File: config.mk
export PLATFORM = sky130hd
export DESIGN_NAME = xor_parity_rx
export DESIGN_NICKNAME = d
export VERILOG_FILES = /design/src/rtl/xor_parity_rx.sv
export SDC_FILE = /design/constraint.sdc
export NUM_CORES = 1
export LEC_CHECK = 0
export BUFFER_PORTS_ARGS = -buffer_cell sky130_fd_sc_hd__buf_2
export CAP_MARGIN = 20
export CORE_MARGIN = 5
export CORE_UTILIZATION = 40
export CTS_CLUSTER_DIAMETER = 150
export DETAILED_ROUTE_END_ITERATION = 12
export GPL_TIMING_DRIVEN = 0
export SKIP_LAST_GASP = 1
export SLEW_MARGIN = 25
export SYNTH_ARGS = -nofsm -noshare
export SYNTH_HDL_FRONTEND = slang
export SYNTH_SLANG_ARGS = --single-unit
File: constraint.sdc
create_clock -name clk -period 4.6 [get_ports clk]
set_clock_uncertainty 0.1 [all_clocks]
set_input_delay 1.15 -clock clk [delete_from_list [all_inputs] [get_ports clk]]
set_output_delay 1.15 -clock clk [all_outputs]
set_load 0.02 [all_outputs]
File: src/rtl/xor_parity_rx.sv
// Serial start/data/parity/stop frame receiver with XOR parity and framing checks.
// Completed frames are handed to the consumer through a one-entry valid/ready register.
module xor_parity_rx #(
    parameter int unsigned DATA_W     = 8,
    parameter bit          PARITY_ODD = 1'b0
) (
    input  logic              clk,
    input  logic              rst_n,
    input  logic              bit_en,
    input  logic              rx,
    output logic [DATA_W-1:0] out_data,
    output logic              out_perr,
    output logic              out_ferr,
    output logic              out_valid,
    input  logic              out_ready,
    output logic              overrun,
    output logic              busy
);

    localparam int unsigned CNT_W = $clog2(DATA_W + 1);

    typedef enum logic [2:0] {
        S_IDLE,
        S_DATA,
        S_PARITY,
        S_STOP,
        S_BREAK
    } state_t;

    state_t              state_q, state_d;
    logic [DATA_W-1:0]   shift_q, shift_d;
    logic [CNT_W-1:0]    cnt_q, cnt_d;
    logic                acc_q, acc_d;
    logic                perr_q, perr_d;
    logic [DATA_W-1:0]   out_data_q, out_data_d;
    logic                out_perr_q, out_perr_d;
    logic                out_ferr_q, out_ferr_d;
    logic                out_valid_q, out_valid_d;
    logic                overrun_q, overrun_d;
    logic                frame_done;
    logic                ferr_new;

    always_comb begin
        state_d     = state_q;
        shift_d     = shift_q;
        cnt_d       = cnt_q;
        acc_d       = acc_q;
        perr_d      = perr_q;
        out_data_d  = out_data_q;
        out_perr_d  = out_perr_q;
        out_ferr_d  = out_ferr_q;
        out_valid_d = out_valid_q;
        overrun_d   = 1'b0;
        frame_done  = 1'b0;
        ferr_new    = 1'b0;

        if (bit_en) begin
            case (state_q)
                S_IDLE: begin
                    if (!rx) begin
                        state_d = S_DATA;
                        cnt_d   = '0;
                        acc_d   = 1'b0;
                    end
                end
                S_DATA: begin
                    // LSB arrives first, so new bits enter at the top and walk down
                    shift_d             = shift_q >> 1;
                    shift_d[DATA_W-1]   = rx;
                    acc_d               = acc_q ^ rx;
                    cnt_d               = cnt_q + 1'b1;
                    if (cnt_q == CNT_W'(DATA_W - 1)) begin
                        state_d = S_PARITY;
                    end
                end
                S_PARITY: begin
                    perr_d  = acc_q ^ rx ^ PARITY_ODD;
                    state_d = S_STOP;
                end
                S_STOP: begin
                    frame_done = 1'b1;
                    ferr_new   = ~rx;
                    state_d    = rx ? S_IDLE : S_BREAK;
                end
                S_BREAK: begin
                    if (rx) begin
                        state_d = S_IDLE;
                    end
                end
                default: state_d = S_IDLE;
            endcase
        end

        if (frame_done) begin
            if (!out_valid_q || out_ready) begin
                out_data_d  = shift_q;
                out_perr_d  = perr_q;
                out_ferr_d  = ferr_new;
                out_valid_d = 1'b1;
            end else begin
                overrun_d = 1'b1;
            end
        end else if (out_valid_q && out_ready) begin
            out_valid_d = 1'b0;
        end
    end

    always_ff @(posedge clk or negedge rst_n) begin
        if (!rst_n) begin
            state_q     <= S_IDLE;
            shift_q     <= '0;
            cnt_q       <= '0;
            acc_q       <= 1'b0;
            perr_q      <= 1'b0;
            out_data_q  <= '0;
            out_perr_q  <= 1'b0;
            out_ferr_q  <= 1'b0;
            out_valid_q <= 1'b0;
            overrun_q   <= 1'b0;
        end else begin
            state_q     <= state_d;
            shift_q     <= shift_d;
            cnt_q       <= cnt_d;
            acc_q       <= acc_d;
            perr_q      <= perr_d;
            out_data_q  <= out_data_d;
            out_perr_q  <= out_perr_d;
            out_ferr_q  <= out_ferr_d;
            out_valid_q <= out_valid_d;
            overrun_q   <= overrun_d;
        end
    end

    assign out_data  = out_data_q;
    assign out_perr  = out_perr_q;
    assign out_ferr  = out_ferr_q;
    assign out_valid = out_valid_q;
    assign overrun   = overrun_q;
    assign busy      = (state_q != S_IDLE);

endmodule

==> results of run 1 <==
==> through the flow <==
step                      worst slack, ns  util (%)  area (µm²)  cells  hold WS, ns
after global routing                1.823     48.08        1444    148       0.4390
after floorplan                     2.264         -        1237     91       0.3716
after CTS                           1.912     48.08        1444    148       0.4128
final                               1.919     48.08        1444    148       0.4084
after detailed placement            2.054     45.25        1359    140       0.3905
after global placement              2.064     45.25        1359    140       0.3861
==> kinds of logic after synthesis <==
| logic type | share of synthesized area (%) |
|---|---|
| DFF | 58.65 |
| and+or+nand+nor | 11.43 |
| muxes | 17.19 |
| AOI/OAI and AO/OA | 7.988 |
| buffers and inverters | 2.326 |
| xor gates and xnor gates | 1.416 |
| adders and majority gates | 1.011 |
==> flip-flops by register name, summed over array words and instances, names as in the netlist <==
signal	cells
perr_q	1
overrun	1
acc_q	1
shift_q	8
cnt_q	4
out_valid	1
out_data	8
out_perr	1
out_ferr	1
state_q	3
==> layout make-up <==
class	instances	share of cell area [%]
sequential	29	50.26
multi-input combinational	55	33.45
timing repair buffer	16	5.546
clock buffer	7	3.813
tap	33	2.860
clock inverter	1	2.080
buffer	4	1.213
inverter	3	0.7799
==> where the power goes <==
part           total, W  switching [W]  internal, W
registers      0.000433      0.0000707     0.000362
logic          0.000356       0.000173     0.000183
clock network  0.000220      0.0000900     0.000130
==> placed cells by master (no fill, tap or decap) <==
cell                        netlist  layout
sky130_fd_sc_hd__a2111oi_0        1       1
sky130_fd_sc_hd__a21o_1           1       1
sky130_fd_sc_hd__a21oi_1          1       1
sky130_fd_sc_hd__a221o_1          1       1
sky130_fd_sc_hd__a22o_2           2       2
sky130_fd_sc_hd__a2bb2oi_1        1       1
sky130_fd_sc_hd__and3b_1          2       2
sky130_fd_sc_hd__and3b_2          1       1
sky130_fd_sc_hd__and4bb_2         2       2
sky130_fd_sc_hd__buf_2            2      18
sky130_fd_sc_hd__bufinv_16        0       1
sky130_fd_sc_hd__clkbuf_1         2       3
sky130_fd_sc_hd__clkbuf_4         0       5
sky130_fd_sc_hd__clkbuf_8         0       1
sky130_fd_sc_hd__dfrtp_1         29      29
sky130_fd_sc_hd__ha_1             1       1
sky130_fd_sc_hd__inv_1            3       3
sky130_fd_sc_hd__mux2_2          18      18
sky130_fd_sc_hd__mux2i_1          1       1
sky130_fd_sc_hd__nand2_1          2       2
sky130_fd_sc_hd__nand2b_1         1       1
sky130_fd_sc_hd__nand3_1          1       1
sky130_fd_sc_hd__nand4b_1         1       1
sky130_fd_sc_hd__nor2_1           2       2
sky130_fd_sc_hd__nor2b_1          4       4
sky130_fd_sc_hd__nor3_1           1       1
sky130_fd_sc_hd__o21ai_0          2       2
sky130_fd_sc_hd__o22ai_1          1       1
sky130_fd_sc_hd__o31ai_1          3       3
sky130_fd_sc_hd__or2_4            1       1
sky130_fd_sc_hd__or3_1            1       1
sky130_fd_sc_hd__or3b_1           1       1
sky130_fd_sc_hd__xnor2_1          2       2
==> critical path, cell delays in order (launching register included) <==
cell and delay [ns]:
sky130_fd_sc_hd__dfrtp_1 0.40, sky130_fd_sc_hd__clkbuf_1 0.21, sky130_fd_sc_hd__or3_1 0.33, sky130_fd_sc_hd__buf_2 0.16
==> worst min-delay path by stage <==
stage | slack, ns | end | from
2_1_floorplan | 0.37 | acc_q | acc_q
3_3_place_gp | 0.39 | out_perr | out_perr
3_5_place_dp | 0.39 | out_data[1] | out_data[1]
4_1_cts | 0.41 | out_data[1] | out_data[1]
5_1_grt | 0.44 | out_perr | perr_q
6_report | 0.41 | out_data[1] | out_data[1]
==> metal layers <==
metal	vias to the layer above	wire (µm)	global-route usage, %
met1	392	1013	15.31
met3	6	107	5.299
met5	-	0	0
li1	378	-	-
met4	0	37	4.663
met2	14	941	18.90
==> results.yml, run 1 <==
die:
  ios: 18
  core_region_area_mm2: 0.003003
  initial_core_util_pct: 41.21
  floorplan.die_area_mm2: 0.004306
  die_height_um: 65.62
  placement_rows: 20
  floorplan.die.width_um: 65.62
sta:
  max_slew.worst_pin.slew_ns: 0.6407
  final_period_minus_worst_setup_slack_ns: 2.681
  unrepaired_setup_endpoints_after_global_routing: "false"
  timing.final.max_slew_violations: 0
  hold_viol: 0
  setup_viol: 0
  totalNegativeSetupSlack_ns: 0
  post-route-period-util_pct: 58.29
  max_clock_freq_ghz: 0.3730
  timing.max_slew.rel_slack_pct: 57.29
critical_path:
  critical_path.startpoint_type: "register"
  worst-path-max-fanout: 10
  worst_path_required_ns: 3.35
  worst_setup_path_endpoint: "busy"
  category_of_the_most_critical_setup_path: "register to output pin"
  reg2regPathDepth: 3
  worst-endpoint-arrival_ns: 1.43
  r2r_slack_ns: 2.85
  rr_startpoint: "state_q[2]"
  worstSetupEndpointType: "output pin"
  crit_path_start: "state_q[0]"
  worstReg2RegEnd: "cnt_q[2]"
finish:
  filler_cell_count: 288
  post_route_cells_drive_above_1_share_pct: 42.61
  layout.nets: 120
  synthToLayoutAreaGrowth_pct: 16.68
  combined_flip_flop_and_latch_cell_area_um2: 725.7
  multiInputGateArea_um2: 483.0
  n_antenna_cell: 0
synth:
  number_of_flops_mapped_to_enable_cells_by_yosys: 0
  synth_cell_type_count: 30
  most_common_cell_in_the_synthesized_netlist: "sky130_fd_sc_hd__dfrtp_1"
  dominantRegCellSynth: "sky130_fd_sc_hd__dfrtp_1"
  asyncSetResetFlopFracSynth_pct: 100.0
  synth_top_area_share_pct: 58.65
  synth_seq_area_share_pct: 58.65
  gate_count_of_the_mapped_netlist: 91
  syn-num-nets: 97
  syn_area_per_cell_um2: 13.60
  ys_seq_elements: 29
  synth.cell_area_mm2: 0.001237
  synth_top_cells_by_area: "sky130_fd_sc_hd__dfrtp_1, sky130_fd_sc_hd__mux2_2, sky130_fd_sc_hd__and4bb_2"
  synth_top_cell_by_area: "sky130_fd_sc_hd__dfrtp_1"
  synth_top_cells_by_count: "sky130_fd_sc_hd__dfrtp_1, sky130_fd_sc_hd__mux2_2, sky130_fd_sc_hd__nor2b_1, sky130_fd_sc_hd__inv_1, sky130_fd_sc_hd__o31ai_1"
  yosys_warnings: 0
min_path:
  timing.hold.worst.class: "register to register"
  min_path_cells: 1
clock_network:
  cts_tree: "built"
  insertion_delay_ns: 0.33
  numCtsBuffers: 5
  maximum_root_to_sink_buffer_count: 2
  cts_num_sinks: 29
  cts_resized: 0
  clk_transition_reported_paths_ns: 0.09
  cts.root.buffer_cell: "sky130_fd_sc_hd__clkbuf_4"
  postCtsHoldBufs: 0
  cts.repair_timing.setup_buffer_count: 0
  ctsHtreeMaxLevel: 2
placed_design:
  globalplace.congestion: 0.7700
  buffer_ports.inserted: 16
  detailed_place_hpwl_mm: 1.380
drt:
  count_of_vias_placed_by_the_detailed_router: 790
  post_drt_wl_per_cell_um: 14.18
  remaining_drc_errors: 0
  drt-total-wl_mm: 2.099
  dr.first_iter.drc_count: 33
  detailedRoute.firstPassIterationCount: 4
  post_drt_via_cell_ratio: 5.338
  antenna_nets_post_route: 0
global_route:
  grt_use_total_pct: 12.34
  grt_antenna_before_repair: 0
  grt_start_max_net_pins: 30
  globalRouteOverflowTotal: 0
  first_global_vias: 845
  global_route_wire_length_before_repair_mm: 3.988
power_and_ir_drop:
  total_leakage_power_nw: 0.7013
  power_w: 0.001009
  pwr_dens_mw_per_mm2: 699.0
  peakVddDrop_v: 0.0002646
flow_run:
  maxCapViolations: 0
run_status:
  outcome: "complete, no violations"
Power figures use the tool's default switching activity.
==> run 2: changes to the inputs <==
- ABC_AREA: unset -> 1
- clock period: 4.6 -> 2.61 ns (I/O delays scaled with it)
==> run 2 against run 1 <==
  * Global-route usage up 0.90 points
  * Non-clock buffer count did not move
  * Highest routed layer unchanged
  * Combinational power up 88%
  * Critical path type unchanged
==> results.yml, run 2 <==
global_route:
  first_global_vias: 972
  grt_antenna_before_repair: 0
  global_route_wire_length_before_repair_mm: 4.312
  grt_use_total_pct: 13.24
  grt_start_max_net_pins: 30
  globalRouteOverflowTotal: 0
clock_network:
  insertion_delay_ns: 0.32
  cts.root.buffer_cell: "sky130_fd_sc_hd__clkbuf_4"
  maximum_root_to_sink_buffer_count: 2
  cts_tree: "built"
  postCtsHoldBufs: 0
  ctsHtreeMaxLevel: 2
  cts_num_sinks: 29
  cts_resized: 0
  clk_transition_reported_paths_ns: 0.09
  numCtsBuffers: 5
  cts.repair_timing.setup_buffer_count: 0
drt:
  detailedRoute.firstPassIterationCount: 4
  met2RoutedLength_mm: 1.080
  drt-total-wl_mm: 2.324
  antenna_nets_post_route: 0
  remaining_drc_errors: 0
  post_drt_via_cell_ratio: 4.636
  topRoutingLayerUsed: "met4"
  route.met3.wl_um: 137
  count_of_vias_placed_by_the_detailed_router: 955
  met1Wirelength_mm: 1.055
  dr.first_iter.drc_count: 34
  post_drt_wl_per_cell_um: 11.28
power_and_ir_drop:
  internal_power_w: 0.001031
  p_sw_share_pct: 40.84
  power.switching_w: 0.0007114
  pwr-share-comb_pct: 38.4
  seq_power_share_pct: 43.7
  total_leakage_power_nw: 0.7625
  clkPwrFrac_pct: 17.8
  peakVddDrop_v: 0.0004889
  pwr_dens_mw_per_mm2: 1163
critical_path:
  worstSetupEndpointType: "output pin"
  worst-path-max-fanout: 7
  worst_path_required_ns: 1.86
  critical_path.startpoint_type: "register"
  worst-endpoint-arrival_ns: 1.28
  category_of_the_most_critical_setup_path: "register to output pin"
finish:
  n_antenna_cell: 0
  final_cell_mix: "sky130_fd_sc_hd__nand2_1, sky130_fd_sc_hd__dfrtp_1, sky130_fd_sc_hd__buf_2, sky130_fd_sc_hd__inv_1, sky130_fd_sc_hd__o21ai_0"
  layout.nets: 167
  filler_cell_count: 323
  synthToLayoutAreaGrowth_pct: 15.88
  layout_commonest_cell: "sky130_fd_sc_hd__nand2_1"
  post_layout_cell_count: 206
  post_route_cells_drive_above_1_share_pct: 26.54
synth:
  synth.cell_area_mm2: 0.001292
  synth_seq_area_share_pct: 56.15
  most_common_cell_in_the_synthesized_netlist: "sky130_fd_sc_hd__nand2_1"
  synth_cell_type_count: 20
  syn-num-nets: 144
  yosys_warnings: 0
  dominantRegCellSynth: "sky130_fd_sc_hd__dfrtp_1"
  synth_top_cell_by_area: "sky130_fd_sc_hd__dfrtp_1"
  synth_top_cells_by_area: "sky130_fd_sc_hd__dfrtp_1, sky130_fd_sc_hd__nand2_1, sky130_fd_sc_hd__o21ai_2"
  gate_count_of_the_mapped_netlist: 138
  asyncSetResetFlopFracSynth_pct: 100.0
  ys_seq_elements: 29
  number_of_flops_mapped_to_enable_cells_by_yosys: 0
  synth_top_cells_by_count: "sky130_fd_sc_hd__nand2_1, sky130_fd_sc_hd__dfrtp_1, sky130_fd_sc_hd__inv_1, sky130_fd_sc_hd__o21ai_0, sky130_fd_sc_hd__o21ai_2"
  synth_top_area_share_pct: 56.15
  syn_area_per_cell_um2: 9.366
sta:
  final_period_minus_worst_setup_slack_ns: 2.029
  unrepaired_setup_endpoints_after_global_routing: "false"
  setup_viol: 0
  timing.final.max_slew_violations: 0
  timing.max_slew.rel_slack_pct: 57.91
  max_slew.worst_pin.slew_ns: 0.6314
  totalNegativeSetupSlack_ns: 0
  hold_viol: 0
  post-route-period-util_pct: 77.75
  max_clock_freq_ghz: 0.4928
placed_design:
  buffer_ports.inserted: 16
  detailed_place_hpwl_mm: 1.603
  place_inst: 198
  globalplace.congestion: 0.8121
die:
  floorplan.die_area_mm2: 0.004468
  ios: 18
  core_region_area_mm2: 0.003078
  placement_rows: 20
  die_height_um: 66.85
  initial_core_util_pct: 41.99
  floorplan.die.width_um: 66.85
flow_run:
  maxCapViolations: 0
min_path:
  timing.hold.worst.class: "input pin to async pin"
run_status:
  outcome: "complete, no violations"
## run 2: layer usage
layer,global-route usage (%),vias up
met1,15.06,446
li1,-,487
met4,6.091,0
met3,5.734,7
met5,0,-
met2,21.29,15
## run 2: per-stage QoR
step / worst slack, ns / area, µm² / utilization, % / hold WS [ns] / total power, W
floorplan: 1.071 / 1292 / - / 0.2569 / 0.001259
global placement: 0.9665 / 1428 / 46.38 / 0.3526 / 0.001427
detailed placement: 0.9447 / 1428 / 46.38 / 0.3626 / 0.001450
CTS: 0.5603 / 1498 / 48.66 / 0.2508 / 0.001770
global route: 0.4467 / 1498 / 48.66 / 0.2940 / 0.001901
finish: 0.5806 / 1498 / 48.66 / 0.2384 / 0.001742
## run 2: critical path, cell delays in order (launching register included)
cell	delay (ns)
sky130_fd_sc_hd__dfrtp_1	0.47
sky130_fd_sc_hd__nor2_1	0.25
sky130_fd_sc_hd__nand2_1	0.08
sky130_fd_sc_hd__buf_2	0.16
## run 2: kinds of logic after synthesis
kind of cell,Yosys count,synth area share [%]
flops,29,56.15
buf+inv,19,7.356
compound gates,24,12.20
fa+ha+maj,1,0.9679
simple gates,63,21.97
xor+xnor,2,1.356
## run 2: final timing paths
path,slack [ns],depth (start not counted),to,from
worst max-delay path,0.58,3,busy,state_q[0]
worst min-delay path,0.24,1,out_ferr,rst_n
worst max register to register,1.21,5,shift_q[7],state_q[1]
worst min register to register,0.38,2,out_perr,out_perr
max in group asynchronous,1.76,1,shift_q[7],rst_n
min in group clk,0.38,2,out_perr,out_perr
## run 2: power groups by stage
| stage | Clock [W] | Sequential, W | Combinational [W] |
|---|---|---|---|
| final | 0.000311 | 0.000762 | 0.000669 |
| after floorplan | 0 | 0.000835 | 0.000424 |
| after CTS | 0.000324 | 0.000763 | 0.000684 |
| after detailed placement | 0 | 0.000771 | 0.000679 |
| after global routing | 0.000346 | 0.000789 | 0.000766 |
| after global placement | 0 | 0.000759 | 0.000668 |
## run 2: layout make-up
class,count,area (µm²),area share [%]
clock buffers,7,65.06,4.344
repair buffers,16,80.08,5.347
well taps,44,55.05,3.676
flip-flops and latches,29,725.7,48.45
plain buffers,4,38.79,2.590
clock inverters,1,5.005,0.3342
multi-input cells,90,471.7,31.50
inverters,15,56.30,3.759
==> run 3: changes to the inputs <==
- clock period: 2.61 -> 1.8 ns (I/O delays scaled with it)
==> run 3 against run 2 <==
  * Critical path type unchanged
  * Worst setup slack got worse by 0.50 ns
  * Global-route usage unchanged
  * Combinational power is 46% higher
  * Hold slack lost 0.20 ns
  * Via count up 0.84%
  * Critical path depth is the same
  * Count of clock-buffer cells in the layout is the same
  * Register-to-register slack got worse by 0.80 ns
==> results.yml, run 3 (synthesized netlist as in run 2, its figures left out) <==
sta:
  totalNegativeSetupSlack_ns: 0
  final_period_minus_worst_setup_slack_ns: 1.716
  max_clock_freq_ghz: 0.5826
  max_slew.worst_pin.slew_ns: 0.6312
  timing.max_slew.rel_slack_pct: 57.92
  hold_viol: 0
  post-route-period-util_pct: 95.35
  layout_setup_ws_ns: 0.08367
  setup_viol: 0
  timing.final.max_slew_violations: 0
drt:
  dr.first_iter.drc_count: 33
  count_of_vias_placed_by_the_detailed_router: 963
  antenna_nets_post_route: 0
  detailedRoute.firstPassIterationCount: 4
  post_drt_wl_per_cell_um: 11.28
  post_drt_via_cell_ratio: 4.675
  remaining_drc_errors: 0
  drt-total-wl_mm: 2.324
critical_path:
  worst_path_required_ns: 1.25
  slowest_stage: "sky130_fd_sc_hd__dfrtp_1"
  rr_startpoint: "state_q[2]"
  worst-path-max-fanout: 5
  path_buf_inv: 1
  timing.critical_path.cells: "nor2_4 > nand2_1 > buf_2"
  critical_path.startpoint_type: "register"
  timing.critical_path.slowest_cell_delay_ns: 0.47
  worstSetupEndpointType: "output pin"
  crit_path_start: "state_q[2]"
  worst-endpoint-arrival_ns: 1.17
  category_of_the_most_critical_setup_path: "register to output pin"
  worst_path_dominant_cell_family: "flip-flops"
die:
  core_region_area_mm2: 0.003078
  floorplan.die_area_mm2: 0.004468
  ios: 18
  initial_core_util_pct: 41.99
  floorplan.die.width_um: 66.85
  die_height_um: 66.85
  placement_rows: 20
global_route:
  grt_start_max_net_pins: 30
  grt_antenna_before_repair: 0
  first_global_vias: 972
  globalRouteOverflowTotal: 0
  global_route_wire_length_before_repair_mm: 4.312
  grt_use_total_pct: 13.24
clock_network:
  maximum_root_to_sink_buffer_count: 2
  cts_tree: "built"
  clk_transition_reported_paths_ns: 0.09
  cts.root.buffer_cell: "sky130_fd_sc_hd__clkbuf_4"
  ctsHtreeMaxLevel: 2
  numCtsBuffers: 5
  insertion_delay_ns: 0.32
  cts_num_sinks: 29
  cts.repair_timing.setup_buffer_count: 0
run_status:
  outcome: "complete, no violations"
power_and_ir_drop:
  power_w: 0.002546
  peakVddDrop_v: 0.0007365
  pwr_dens_mw_per_mm2: 1690
  total_leakage_power_nw: 0.7631
finish:
  layout.nets: 167
  combined_flip_flop_and_latch_cell_area_um2: 726.9
  n_antenna_cell: 0
  layout_commonest_cell: "sky130_fd_sc_hd__nand2_1"
  post_route_cells_drive_above_1_share_pct: 27.78
  final_cell_mix: "sky130_fd_sc_hd__nand2_1, sky130_fd_sc_hd__dfrtp_1, sky130_fd_sc_hd__buf_2, sky130_fd_sc_hd__inv_1, sky130_fd_sc_hd__o21ai_0"
  synthToLayoutAreaGrowth_pct: 16.55
  filler_cell_count: 321
  multiInputGateArea_um2: 479.2
  finalCoreUtilization_pct: 48.94
  post_layout_cell_count: 206
placed_design:
  buffer_ports.inserted: 16
  detailed_place_hpwl_mm: 1.603
  place_inst: 198
  dp_worst_setup_slack_ns: 0.3372
  globalplace.congestion: 0.8121
flow_run:
  maxCapViolations: 0
min_path:
  timing.hold.worst.class: "input pin to async pin"
-- run 3: cell counts in the layout (fill, tap and decap cells not counted) --
No cell type changed its count.
-- run 3: final timing paths --
kind                         endpoint  slack, ns  cells past startpoint
setup / recovery                 busy       0.08                      3
hold / removal               out_ferr       0.04                      1
setup reg to reg           shift_q[7]       0.41                      5
hold reg to reg              out_perr       0.38                      2
max in group asynchronous  state_q[0]       1.12                      1
min in group clk           state_q[2]       0.29                      3
-- run 3: what timing repair did --
item,4_1_cts,5_1_grt
hold buffers,0,0
setup endpoints to repair,1,1
endpoints found under the hold margin,0,0
gates resized for setup,1,2
-- run 3: layout make-up --
type | count | area share (%)
Sequential cell | 29 | 48.26
Clock buffer | 7 | 4.319
Buffer | 4 | 2.575
Timing Repair Buffer | 16 | 5.316
Multi-Input combinational cell | 90 | 31.81
Tap cell | 44 | 3.654
Clock inverter | 1 | 0.3322
Inverter | 15 | 3.738
-- run 3: stage by stage --
stage | hold slack [ns] | cell area [µm²]
floorplan | 0.05441 | 1292
global placement | 0.3526 | 1428
detailed placement | 0.3626 | 1428
CTS | 0.04829 | 1500
global route | 0.09145 | 1506
finish | 0.03590 | 1506
-- run 3: per-layer routing --
layer | GRT usage [%] | up-vias | part of all wire [%]
met5 | 0 | - | 0
met4 | 6.091 | 0 | 2.2
met3 | 5.734 | 7 | 6.3
met2 | 21.29 | 19 | 47
met1 | 15.06 | 450 | 45
li1 | - | 487 | -
-- run 3: worst reg2reg max path: stages (launching register included) --
cell and delay (ns):
sky130_fd_sc_hd__dfrtp_1 0.47, sky130_fd_sc_hd__nor2_2 0.19, sky130_fd_sc_hd__nand2_2 0.12, sky130_fd_sc_hd__nor2_8 0.17, sky130_fd_sc_hd__buf_6 0.15, sky130_fd_sc_hd__o21ai_0 0.08
-- run 3: report_power, final --
group	switching [W]	total (W)	internal, W
registers	0.000200	0.00112	0.000917
clock network	0.000224	0.000450	0.000226
logic	0.000617	0.000979	0.000362
total	0.00104	0.00255	0.00150
